--- src/rtl/uart_pkg.sv ---
// Shared UART types and constants for the receiver (and the matching transmitter).
package uart_pkg;

  localparam int UART_DEFAULT_CLKS_PER_BIT = 5208;
  localparam int UART_DATA_BITS            = 8;

  typedef enum logic [1:0] {
    IDLE,
    START,
    DATA,
    STOP
  } uart_rx_state_t;

  // Offset from the detected start edge to the centre of the start bit.
  function automatic int half_bit(input int clks_per_bit);
    return clks_per_bit / 2;
  endfunction

endpackage

--- src/rtl/uart_rx_if.sv ---
// CPU-side data/status handshake of the UART receiver.
interface uart_rx_if;
  import uart_pkg::*;

  logic                      rx_ack;
  logic [UART_DATA_BITS-1:0] rx_data;
  logic                      rx_valid;
  logic                      rx_overrun;
  logic                      rx_frame_err;
  logic                      rx_busy;

  modport master (
    output rx_ack,
    input  rx_data, rx_valid, rx_overrun, rx_frame_err, rx_busy
  );

  modport slave (
    input  rx_ack,
    output rx_data, rx_valid, rx_overrun, rx_frame_err, rx_busy
  );

endinterface

--- src/rtl/uart_rx_sync2.sv ---
// Two-flop synchronizer for asynchronous single-bit inputs (serial line, switches).
module sync2 #(
  parameter logic RESET_VAL = 1'b1
) (
  input  logic clk,
  input  logic rst_n,
  input  logic d,
  output logic q
);

  logic meta;

  always_ff @(posedge clk or negedge rst_n) begin
    if (!rst_n) begin
      meta <= RESET_VAL;
      q    <= RESET_VAL;
    end else begin
      meta <= d;
      q    <= meta;
    end
  end

endmodule

--- src/rtl/uart_rx.sv ---
// 8N1 serial receiver: start-bit validation, mid-bit sampling, framing and overrun flags.
//
// state | meaning
// IDLE  | waiting for a falling edge on the synchronized line
// START | counting to the start-bit centre to confirm it is still low
// DATA  | sampling 8 data bits, LSB first, one per bit period
// STOP  | sampling the stop bit; load byte or flag a framing error
module uart_rx import uart_pkg::*; #(
  parameter int CLKS_PER_BIT = UART_DEFAULT_CLKS_PER_BIT
) (
  input  logic      sysclk,
  input  logic      Reset_n,
  input  logic      UART_IN,
  uart_rx_if.slave  bus
);

  localparam int HALF = half_bit(CLKS_PER_BIT);
  localparam int CW   = $clog2(CLKS_PER_BIT);
  localparam int BW   = $clog2(UART_DATA_BITS);

  localparam logic [CW-1:0] CNT_HALF = CW'(HALF - 1);
  localparam logic [CW-1:0] CNT_LAST = CW'(CLKS_PER_BIT - 1);
  localparam logic [BW-1:0] BIT_LAST = BW'(UART_DATA_BITS - 1);

  uart_rx_state_t            state;
  logic                      rx_s;
  logic                      rx_prev;
  logic [CW-1:0]             cnt;
  logic [BW-1:0]             bitidx;
  logic [UART_DATA_BITS-1:0] shreg;
  logic [UART_DATA_BITS-1:0] data_q;
  logic                      valid_q;
  logic                      overrun_q;
  logic                      frame_err_q;
  logic                      busy_q;

  sync2 #(.RESET_VAL(1'b1)) u_sync (
    .clk   (sysclk),
    .rst_n (Reset_n),
    .d     (UART_IN),
    .q     (rx_s)
  );

  always_ff @(posedge sysclk or negedge Reset_n) begin
    if (!Reset_n) begin
      state       <= IDLE;
      rx_prev     <= 1'b1;
      cnt         <= '0;
      bitidx      <= '0;
      shreg       <= '0;
      data_q      <= '0;
      valid_q     <= 1'b0;
      overrun_q   <= 1'b0;
      frame_err_q <= 1'b0;
      busy_q      <= 1'b0;
    end else begin
      rx_prev <= rx_s;

      // Acknowledge first so a same-cycle load below takes precedence.
      if (bus.rx_ack) begin
        valid_q     <= 1'b0;
        overrun_q   <= 1'b0;
        frame_err_q <= 1'b0;
      end

      case (state)
        IDLE: begin
          if (rx_prev && !rx_s) begin
            state  <= START;
            cnt    <= '0;
            busy_q <= 1'b1;
          end
        end

        START: begin
          if (cnt == CNT_HALF) begin
            cnt <= '0;
            if (!rx_s) begin
              state  <= DATA;
              bitidx <= '0;
            end else begin
              state  <= IDLE;
              busy_q <= 1'b0;
            end
          end else begin
            cnt <= cnt + 1'b1;
          end
        end

        DATA: begin
          if (cnt == CNT_LAST) begin
            cnt    <= '0;
            shreg  <= {rx_s, shreg[UART_DATA_BITS-1:1]};
            bitidx <= bitidx + 1'b1;
            if (bitidx == BIT_LAST) begin
              state <= STOP;
            end
          end else begin
            cnt <= cnt + 1'b1;
          end
        end

        STOP: begin
          // Leaving at the stop-bit centre lets a back-to-back start edge be seen.
          if (cnt == CNT_LAST) begin
            cnt    <= '0;
            state  <= IDLE;
            busy_q <= 1'b0;
            if (rx_s) begin
              data_q  <= shreg;
              valid_q <= 1'b1;
              if (valid_q && !bus.rx_ack) begin
                overrun_q <= 1'b1;
              end
            end else begin
              frame_err_q <= 1'b1;
            end
          end else begin
            cnt <= cnt + 1'b1;
          end
        end

        default: begin
          state  <= IDLE;
          busy_q <= 1'b0;
        end
      endcase
    end
  end

  assign bus.rx_data      = data_q;
  assign bus.rx_valid     = valid_q;
  assign bus.rx_overrun   = overrun_q;
  assign bus.rx_frame_err = frame_err_q;
  assign bus.rx_busy      = busy_q;

endmodule

--- src/flat_wrapper.sv ---
// flat-port wrapper written by rule: the top's interface ports become plain ports
module uart_rx_flat import uart_pkg::*;
#(
  parameter int CLKS_PER_BIT = UART_DEFAULT_CLKS_PER_BIT
)
  (sysclk, Reset_n, UART_IN, bus_rx_ack, bus_rx_data, bus_rx_valid, bus_rx_overrun, bus_rx_frame_err, bus_rx_busy);
  uart_rx_if bus_i ();
  input  logic sysclk;
  input  logic Reset_n;
  input  logic UART_IN;
  input wire logic [$bits(bus_i.rx_ack)-1:0] bus_rx_ack;
  output wire logic [$bits(bus_i.rx_data)-1:0] bus_rx_data;
  output wire logic [$bits(bus_i.rx_valid)-1:0] bus_rx_valid;
  output wire logic [$bits(bus_i.rx_overrun)-1:0] bus_rx_overrun;
  output wire logic [$bits(bus_i.rx_frame_err)-1:0] bus_rx_frame_err;
  output wire logic [$bits(bus_i.rx_busy)-1:0] bus_rx_busy;
  assign bus_i.rx_ack = bus_rx_ack;
  assign bus_rx_data = bus_i.rx_data;
  assign bus_rx_valid = bus_i.rx_valid;
  assign bus_rx_overrun = bus_i.rx_overrun;
  assign bus_rx_frame_err = bus_i.rx_frame_err;
  assign bus_rx_busy = bus_i.rx_busy;
  uart_rx #(.CLKS_PER_BIT(CLKS_PER_BIT)) u_core (.sysclk(sysclk), .Reset_n(Reset_n), .UART_IN(UART_IN), .bus(bus_i));
endmodule
--- config.mk ---
export PLATFORM = sky130hd
export DESIGN_NAME = uart_rx_flat
export DESIGN_NICKNAME = d
export VERILOG_FILES = /design/src/rtl/uart_pkg.sv /design/src/rtl/uart_rx_if.sv /design/src/rtl/uart_rx_sync2.sv /design/src/rtl/uart_rx.sv /design/src/flat_wrapper.sv
export SDC_FILE = /design/constraint.sdc
export NUM_CORES = 1
export LEC_CHECK = 0
export ABC_AREA = 1
export CAP_MARGIN = 10
export CORE_UTILIZATION = 57
export DETAILED_ROUTE_END_ITERATION = 12
export PLACE_DENSITY = 0.78
export SYNTH_ARGS = -nofsm -noshare
export SYNTH_HDL_FRONTEND = slang
export SYNTH_HIERARCHICAL = 1
export SYNTH_SLANG_ARGS = --single-unit
--- constraint.sdc ---
create_clock -name sysclk -period 1.6 [get_ports sysclk]
set_input_delay 0.24 -clock sysclk [delete_from_list [all_inputs] [get_ports sysclk]]
set_output_delay 0.24 -clock sysclk [all_outputs]
set_load 0.01 [all_outputs]
======== Word-level counts from Yosys, hierarchy flattened ========
Cells that the tools add are included.
cells by class
  reduce and logical (&&, ||, !) cells .... 13
  equality and inequality tests ........... 13
  mux-type cells .......................... 33
  add/sub/neg operators ................... 2
operators by type and width
  kind                     number
  $mux W13                 3
  $pmux W13 S3             1
  $mux W1                  17
  $add A13 B1 Y13 const B  1
  $eq A13 B12 Y1 const B   1
  $eq A13 B13 Y1 const B   1
  $mux W2                  6
  $ne A2 B1 Y1 const B     5
  $reduce_and A5 Y1        2
  $mux W3                  3
  $pmux W2 S4              1
  $pmux W3 S2              1
  $eq A2 B2 Y1 const B     2
  $ne A2 B2 Y1 const B     2
  $reduce_and A4 Y1        1
  $add A3 B1 Y3 const B    1
  $eq A3 B3 Y1 const B     1
  $pmux W1 S3              1
  $reduce_and A3 Y1        1
  $reduce_bool A3 Y1       1
  $eq A2 B1 Y1 const B     1
  $logic_and A1 B1 Y1      2
  $logic_not A1 Y1         2
  $logic_not A2 Y1         1
  other kinds (3)          3
word-level totals
  bits of input ports ..................... 4
  word-level logic and storage cells ...... 73
  register bits ........................... 41
  output and inout port bits .............. 12

======== Longest topological paths before layout ========
Gate-level depths: netlist (run 1).
  word-level depth ........................ 6
  depth in mapped cells ................... 10
  gate-level depth less buffers ........... 10

======== Hierarchy ========
The synthesis (run 1) kept the hierarchy.
by module, submodules not included
  module   instances  seq. area each (µm²)  cells each  area each (µm²)
  uart_rx  1          977.2                 237         1941.9
  sync2    1          52.6                  2           52.6

======== Worst setup path before layout (run 1) ========
OpenSTA, ideal clock, no wires.
  kind .................................... register to register
  from .................................... register u_core.cnt[0]
  to ...................................... register u_core.data_q[7] (netlist: u_core/bus.rx_data[7])
  buffers on the path ..................... 1
  required time ........................... 1483 ps
  path slack .............................. 121 ps
  clock period less this slack ............ 1479 ps
  arrival ................................. 1362 ps
  library setup time ...................... 117 ps
  stages on the path, launching flop included .. 10
  path through ............................ dfrtp_1 ha_1 nand2_2 nor2_2 nand3_2 inv_2 nand3_4 buf_6 nand2_2 o21ai_2
between the ends
  word-level cells in the longest chain between the ends .. 2
ends and longest elaborated chain
  element                      line            RTL
  start: declaration           uart_rx.sv:28   logic [CW-1:0] cnt;
  start signal: assignment     uart_rx.sv:86   cnt <= cnt + 1'b1;
  start signal: assignment     uart_rx.sv:99   cnt <= cnt + 1'b1;
  start signal: assignment     uart_rx.sv:119  cnt <= cnt + 1'b1;
  $eq A13 B13 Y1               uart_rx.sv:105  if (cnt == CNT_LAST) begin
  $reduce_and A3 Y1 (no line)  --
  end signal: assignment       uart_rx.sv:110  data_q <= shreg;
  end: declaration             uart_rx.sv:31   logic [UART_DATA_BITS-1:0] data_q;
Every way passes these cells.
A chain may end at the register's enable or synchronous reset.

======== Final worst setup path (run 1) ========
  from .................................... register u_core.frame_err_q (netlist: u_core/bus.rx_frame_err)
  to ...................................... output bus_rx_frame_err
RTL lines
  element                   line                RTL
  start: declaration        uart_rx.sv:34       logic frame_err_q;
  start signal: assignment  uart_rx.sv:54       frame_err_q <= 1'b0;
  start signal: assignment  uart_rx.sv:63       frame_err_q <= 1'b0;
  start signal: assignment  uart_rx.sv:116      frame_err_q <= 1'b1;
  end: declaration          flat_wrapper.sv:15  output wire logic [$bits(bus_i.rx_frame_err)-1:0] bus_rx_frame_err;
No word-level cell between the ends.

==> results of run 1 <==
-- Yosys cell counts --
library cell / number / area (µm²)
nand4_1: 5 / 31.28
o21ai_0: 22 / 110.1
inv_2: 5 / 18.77
nand3_4: 1 / 17.52
inv_1: 32 / 120.1
a21oi_1: 3 / 15.01
dfstp_2: 3 / 78.83
clkbuf_1: 1 / 3.750
nand3_2: 1 / 10.01
nor2_2: 2 / 12.51
nor2_1: 11 / 41.29
nor3_1: 5 / 25.02
dfrtp_1: 38 / 950.9
o31ai_1: 1 / 7.510
o21ai_2: 8 / 70.07
ha_1: 3 / 37.54
o22ai_1: 7 / 43.79
nand3_1: 15 / 75.07
nand2_2: 4 / 25.02
buf_6: 1 / 11.26
nor3_4: 1 / 16.27
xor2_1: 2 / 17.52
nand2_1: 68 / 255.2
-- path summary, 6_finish.rpt --
kind | from | end | slack, ps | cells after the start
setup / recovery | u_core/bus.rx_frame_err | bus_rx_frame_err | 60 | 1
hold / removal | UART_IN | u_core/u_sync/meta | 280 | 1
setup reg to reg | u_core/cnt[1] | u_core/shreg[2] | 120 | 7
hold reg to reg | u_core/u_sync/meta | u_core/u_sync/q | 360 | 0
max in group asynchronous | Reset_n | u_core/rx_prev | 780 | 3
min in group asynchronous | Reset_n | u_core/shreg[3] | 450 | 3
-- registers in the layout, indices dropped and copies added (netlist names), named ones only --
name,cells
u_core/cnt,13
u_core/bus.rx_data,8
u_core/shreg,8
u_core/bitidx,3
u_core/bus.rx_busy,1
u_core/bus.rx_frame_err,1
u_core/bus.rx_overrun,1
u_core/bus.rx_valid,1
u_core/rx_prev,1
u_core/state,1
u_core/u_sync/meta,1
u_core/u_sync/q,1
-- per-stage QoR --
step | total power, µW | hold WS, ps | cells
global placement | 1955 | 328.0 | 311
finish | 2725 | 278.5 | 322
CTS | 2691 | 272.2 | 320
global route | 2902 | 252.9 | 322
detailed placement | 1976 | 327.1 | 311
floorplan | 1698 | -55.59 | 239
-- routing by layer --
layer	vias up	global-route usage [%]	share of wire (%)
met4	0	7.792	1.1
li1	846	-	-
met3	6	6.933	6.6
met1	797	32.83	46
met5	-	0	0
met2	62	39.29	46
-- cell families (layout without fill, tap and decap cells) --
group / count (synthesis) / count (layout)
simple gates: 113 / 114
fa+ha+maj: 3 / 3
buf+inv: 39 / 75
compound gates: 41 / 41
xor+xnor: 2 / 2
flops: 41 / 41
-- power by group through the flow --
stage / clock, µW / sequential, µW / combinational (µW)
final: 724 / 1210 / 790
after global routing: 772 / 1230 / 903
after CTS: 731 / 1200 / 763
after detailed placement: 0 / 1220 / 759
after global placement: 0 / 1220 / 738
after floorplan: 0 / 1210 / 484
-- cell type report --
class | instances | area share [%]
clock inverters | 2 | 1.537
repair buffers | 30 | 10.76
well taps | 46 | 2.357
clock buffers | 6 | 2.100
multi-input cells | 160 | 35.25
flip-flops and latches | 41 | 42.21
inverters | 37 | 5.789
-- what timing repair did --
item | in CTS | in global routing
hold endpoints to repair | 38 | 0
hold buffers | 1 | 0
gates resized for setup | 0 | 11
endpoints found under the setup margin | 0 | 32
setup buffers | 0 | 1
==> key figures, run 1 <==
STA
  • Crit share post-route: 96.34%
  • Worst-Margin Slew: 499.3 ps
  • Layout Skew: 19.68 ps
  • Total Neg Setup Slack: 0 ps
  • Final hold vios: 0
  • Slew HR: 66.71%
  • Worst setup margin: 58.57 ps
  • Fin crit period: 1541 ps
  • Fmax: 648.8 MHz
  • Max Slew Vio Count: 0
  • Final setup violation count: 0

Floorplanning
  • Die area: 0.003739 mm²
  • Die height: 61.15 µm
  • Core Box Area: 0.003337 mm²
  • Rows: 21
  • Die Span X: 61.15 µm
  • Ports: 16
  • Starting Density: 59.77%

Global routing
  • Largest net degree at the start of global routing: 42
  • Gr ovfl total: 0
  • Initial antenna violation count: 0
  • GRT Overall Usage: 24.67%
  • Vias in the first global route: 1524
  • First-pass GRT wire length: 6582 µm

Yosys
  • #FFs+latches synth: 41
  • Post-synthesis cell count: 239
  • Synth Net Count: 246
  • Seq/Total Area, Yosys: 51.63%
  • XOR/XNOR Fraction of Synth Area: 0.8783%
  • Mapped cell area: 0.001994 mm²
  • Cell variety after synth: 23
  • Simple-Gate Fraction of Synth Area: 25.53%
  • Synth Area per Inst: 8.345 µm²
  • Mux share of post-synthesis cell area: 0%
  • Compound-gate portion of the synthesized area: 12.36%
  • Yosys warnings: 6
  • Largest family of logic cells by synthesized area: simple AND/OR/NAND/NOR gates
  • Post-Synth Adder-Cell Area: 1.882%

Clock tree
  • Clk_lat worst skew: 360 ps
  • Clk sinks: 41
  • CTS clk-pin slew, worst paths: 140 ps
  • Clock buffer count from CTS: 5
  • H-tree Lvls: 2
  • Clk buf depth: 2
  • Clock root cell: clkbuf_4
  • CTS tree: done

Routing
  • Drt wl/cell: 12.86 µm
  • ANT nets after route: 0
  • DR pass1 iterations: 4
  • Initial DRC count: 78
  • DRC errors left: 0
  • Total length of routed wires: 4140 µm
  • Via count: 1711
  • Via/cell ratio: 5.314

Power
  • Sequential Power Share: 44.4%
  • Clock share of power: 26.6%
  • Switching power: 948.4 µW
  • Power per cell area: 1116 mW/mm²
  • Power Internal: 1776 µW
  • Comb pwr share: 29.0%
  • Peak supply drop: 1.079 mV
  • Sw Share: 34.81%
  • Leak: 0.001165 µW

Placed design
  • Post-Place Setup Slack: 30.64 ps
  • DP Area: 0.002280 mm²
  • DPL Wire Length: 2839 µm
  • Placer Congestion: 0.8676
  • Input/output buffers: 15

Hold path
  • Worst hold-check path type: input port to flip-flop

Final layout
  • Area added between synthesis and finish: 22.46%
  • Multi-input logic area: 860.8 µm²
  • Commonest non-fill, non-tap cell in the layout: nand2_1
  • Nets: 282
  • Reg area: 0.001031 mm²
  • Design Area, Final: 0.002442 mm²
  • Final core occ: 73.19%
  • Commonest non-fill, non-tap cells in the layout: nand2_1 (68), dfrtp_1 (37), inv_1 (31), o21ai_0 (22), nand3_1 (15)
  • Share of cells above drive strength 1: 19.20%
  • Number of fillers in the final layout: 247
  • Ant diodes: 0

Worst setup path
  • Largest stage delay, worst path: 540 ps
  • Worst path arrival time: 1300 ps
  • WS Path Type: flip-flop to primary output
  • Delay-heaviest family, CP: buffers and inverters
  • Crit-path slowest cell: clkdlybuf4s50_1
  • Crit end category: primary output
  • Critical Path Start Type: flip-flop
  • Critical-path maximum fanout: 2
  • Worst path buffer plus inverter count: 1
  • Critical path, cell by cell: clkdlybuf4s50_1
  • Crit path required time: 1360 ps

Outcome
  • Status: finished, final reports clean

Job
  • Max_cap viols: 0
(Power assumes the default switching activity.)
==> inputs of run 2 (changes only) <==
--- a/config.mk
+++ b/config.mk
@@ -10,6 +10,7 @@
 export CORE_UTILIZATION = 57
 export DETAILED_ROUTE_END_ITERATION = 12
 export PLACE_DENSITY = 0.78
+export SLEW_MARGIN = 10
 export SYNTH_ARGS = -nofsm -noshare
 export SYNTH_HDL_FRONTEND = slang
 export SYNTH_HIERARCHICAL = 1
==> results of run 2 <==
No change in the layout: final DEF, timing and power equal those of run 1.
==> inputs of run 3 (changes only) <==
--- a/config.mk
+++ b/config.mk
@@ -6,7 +6,6 @@
 export NUM_CORES = 1
 export LEC_CHECK = 0
 export ABC_AREA = 1
-export CAP_MARGIN = 10
 export CORE_UTILIZATION = 57
 export DETAILED_ROUTE_END_ITERATION = 12
 export PLACE_DENSITY = 0.78
==> results of run 3 <==
No change in the layout: final DEF, timing and power equal those of run 1.
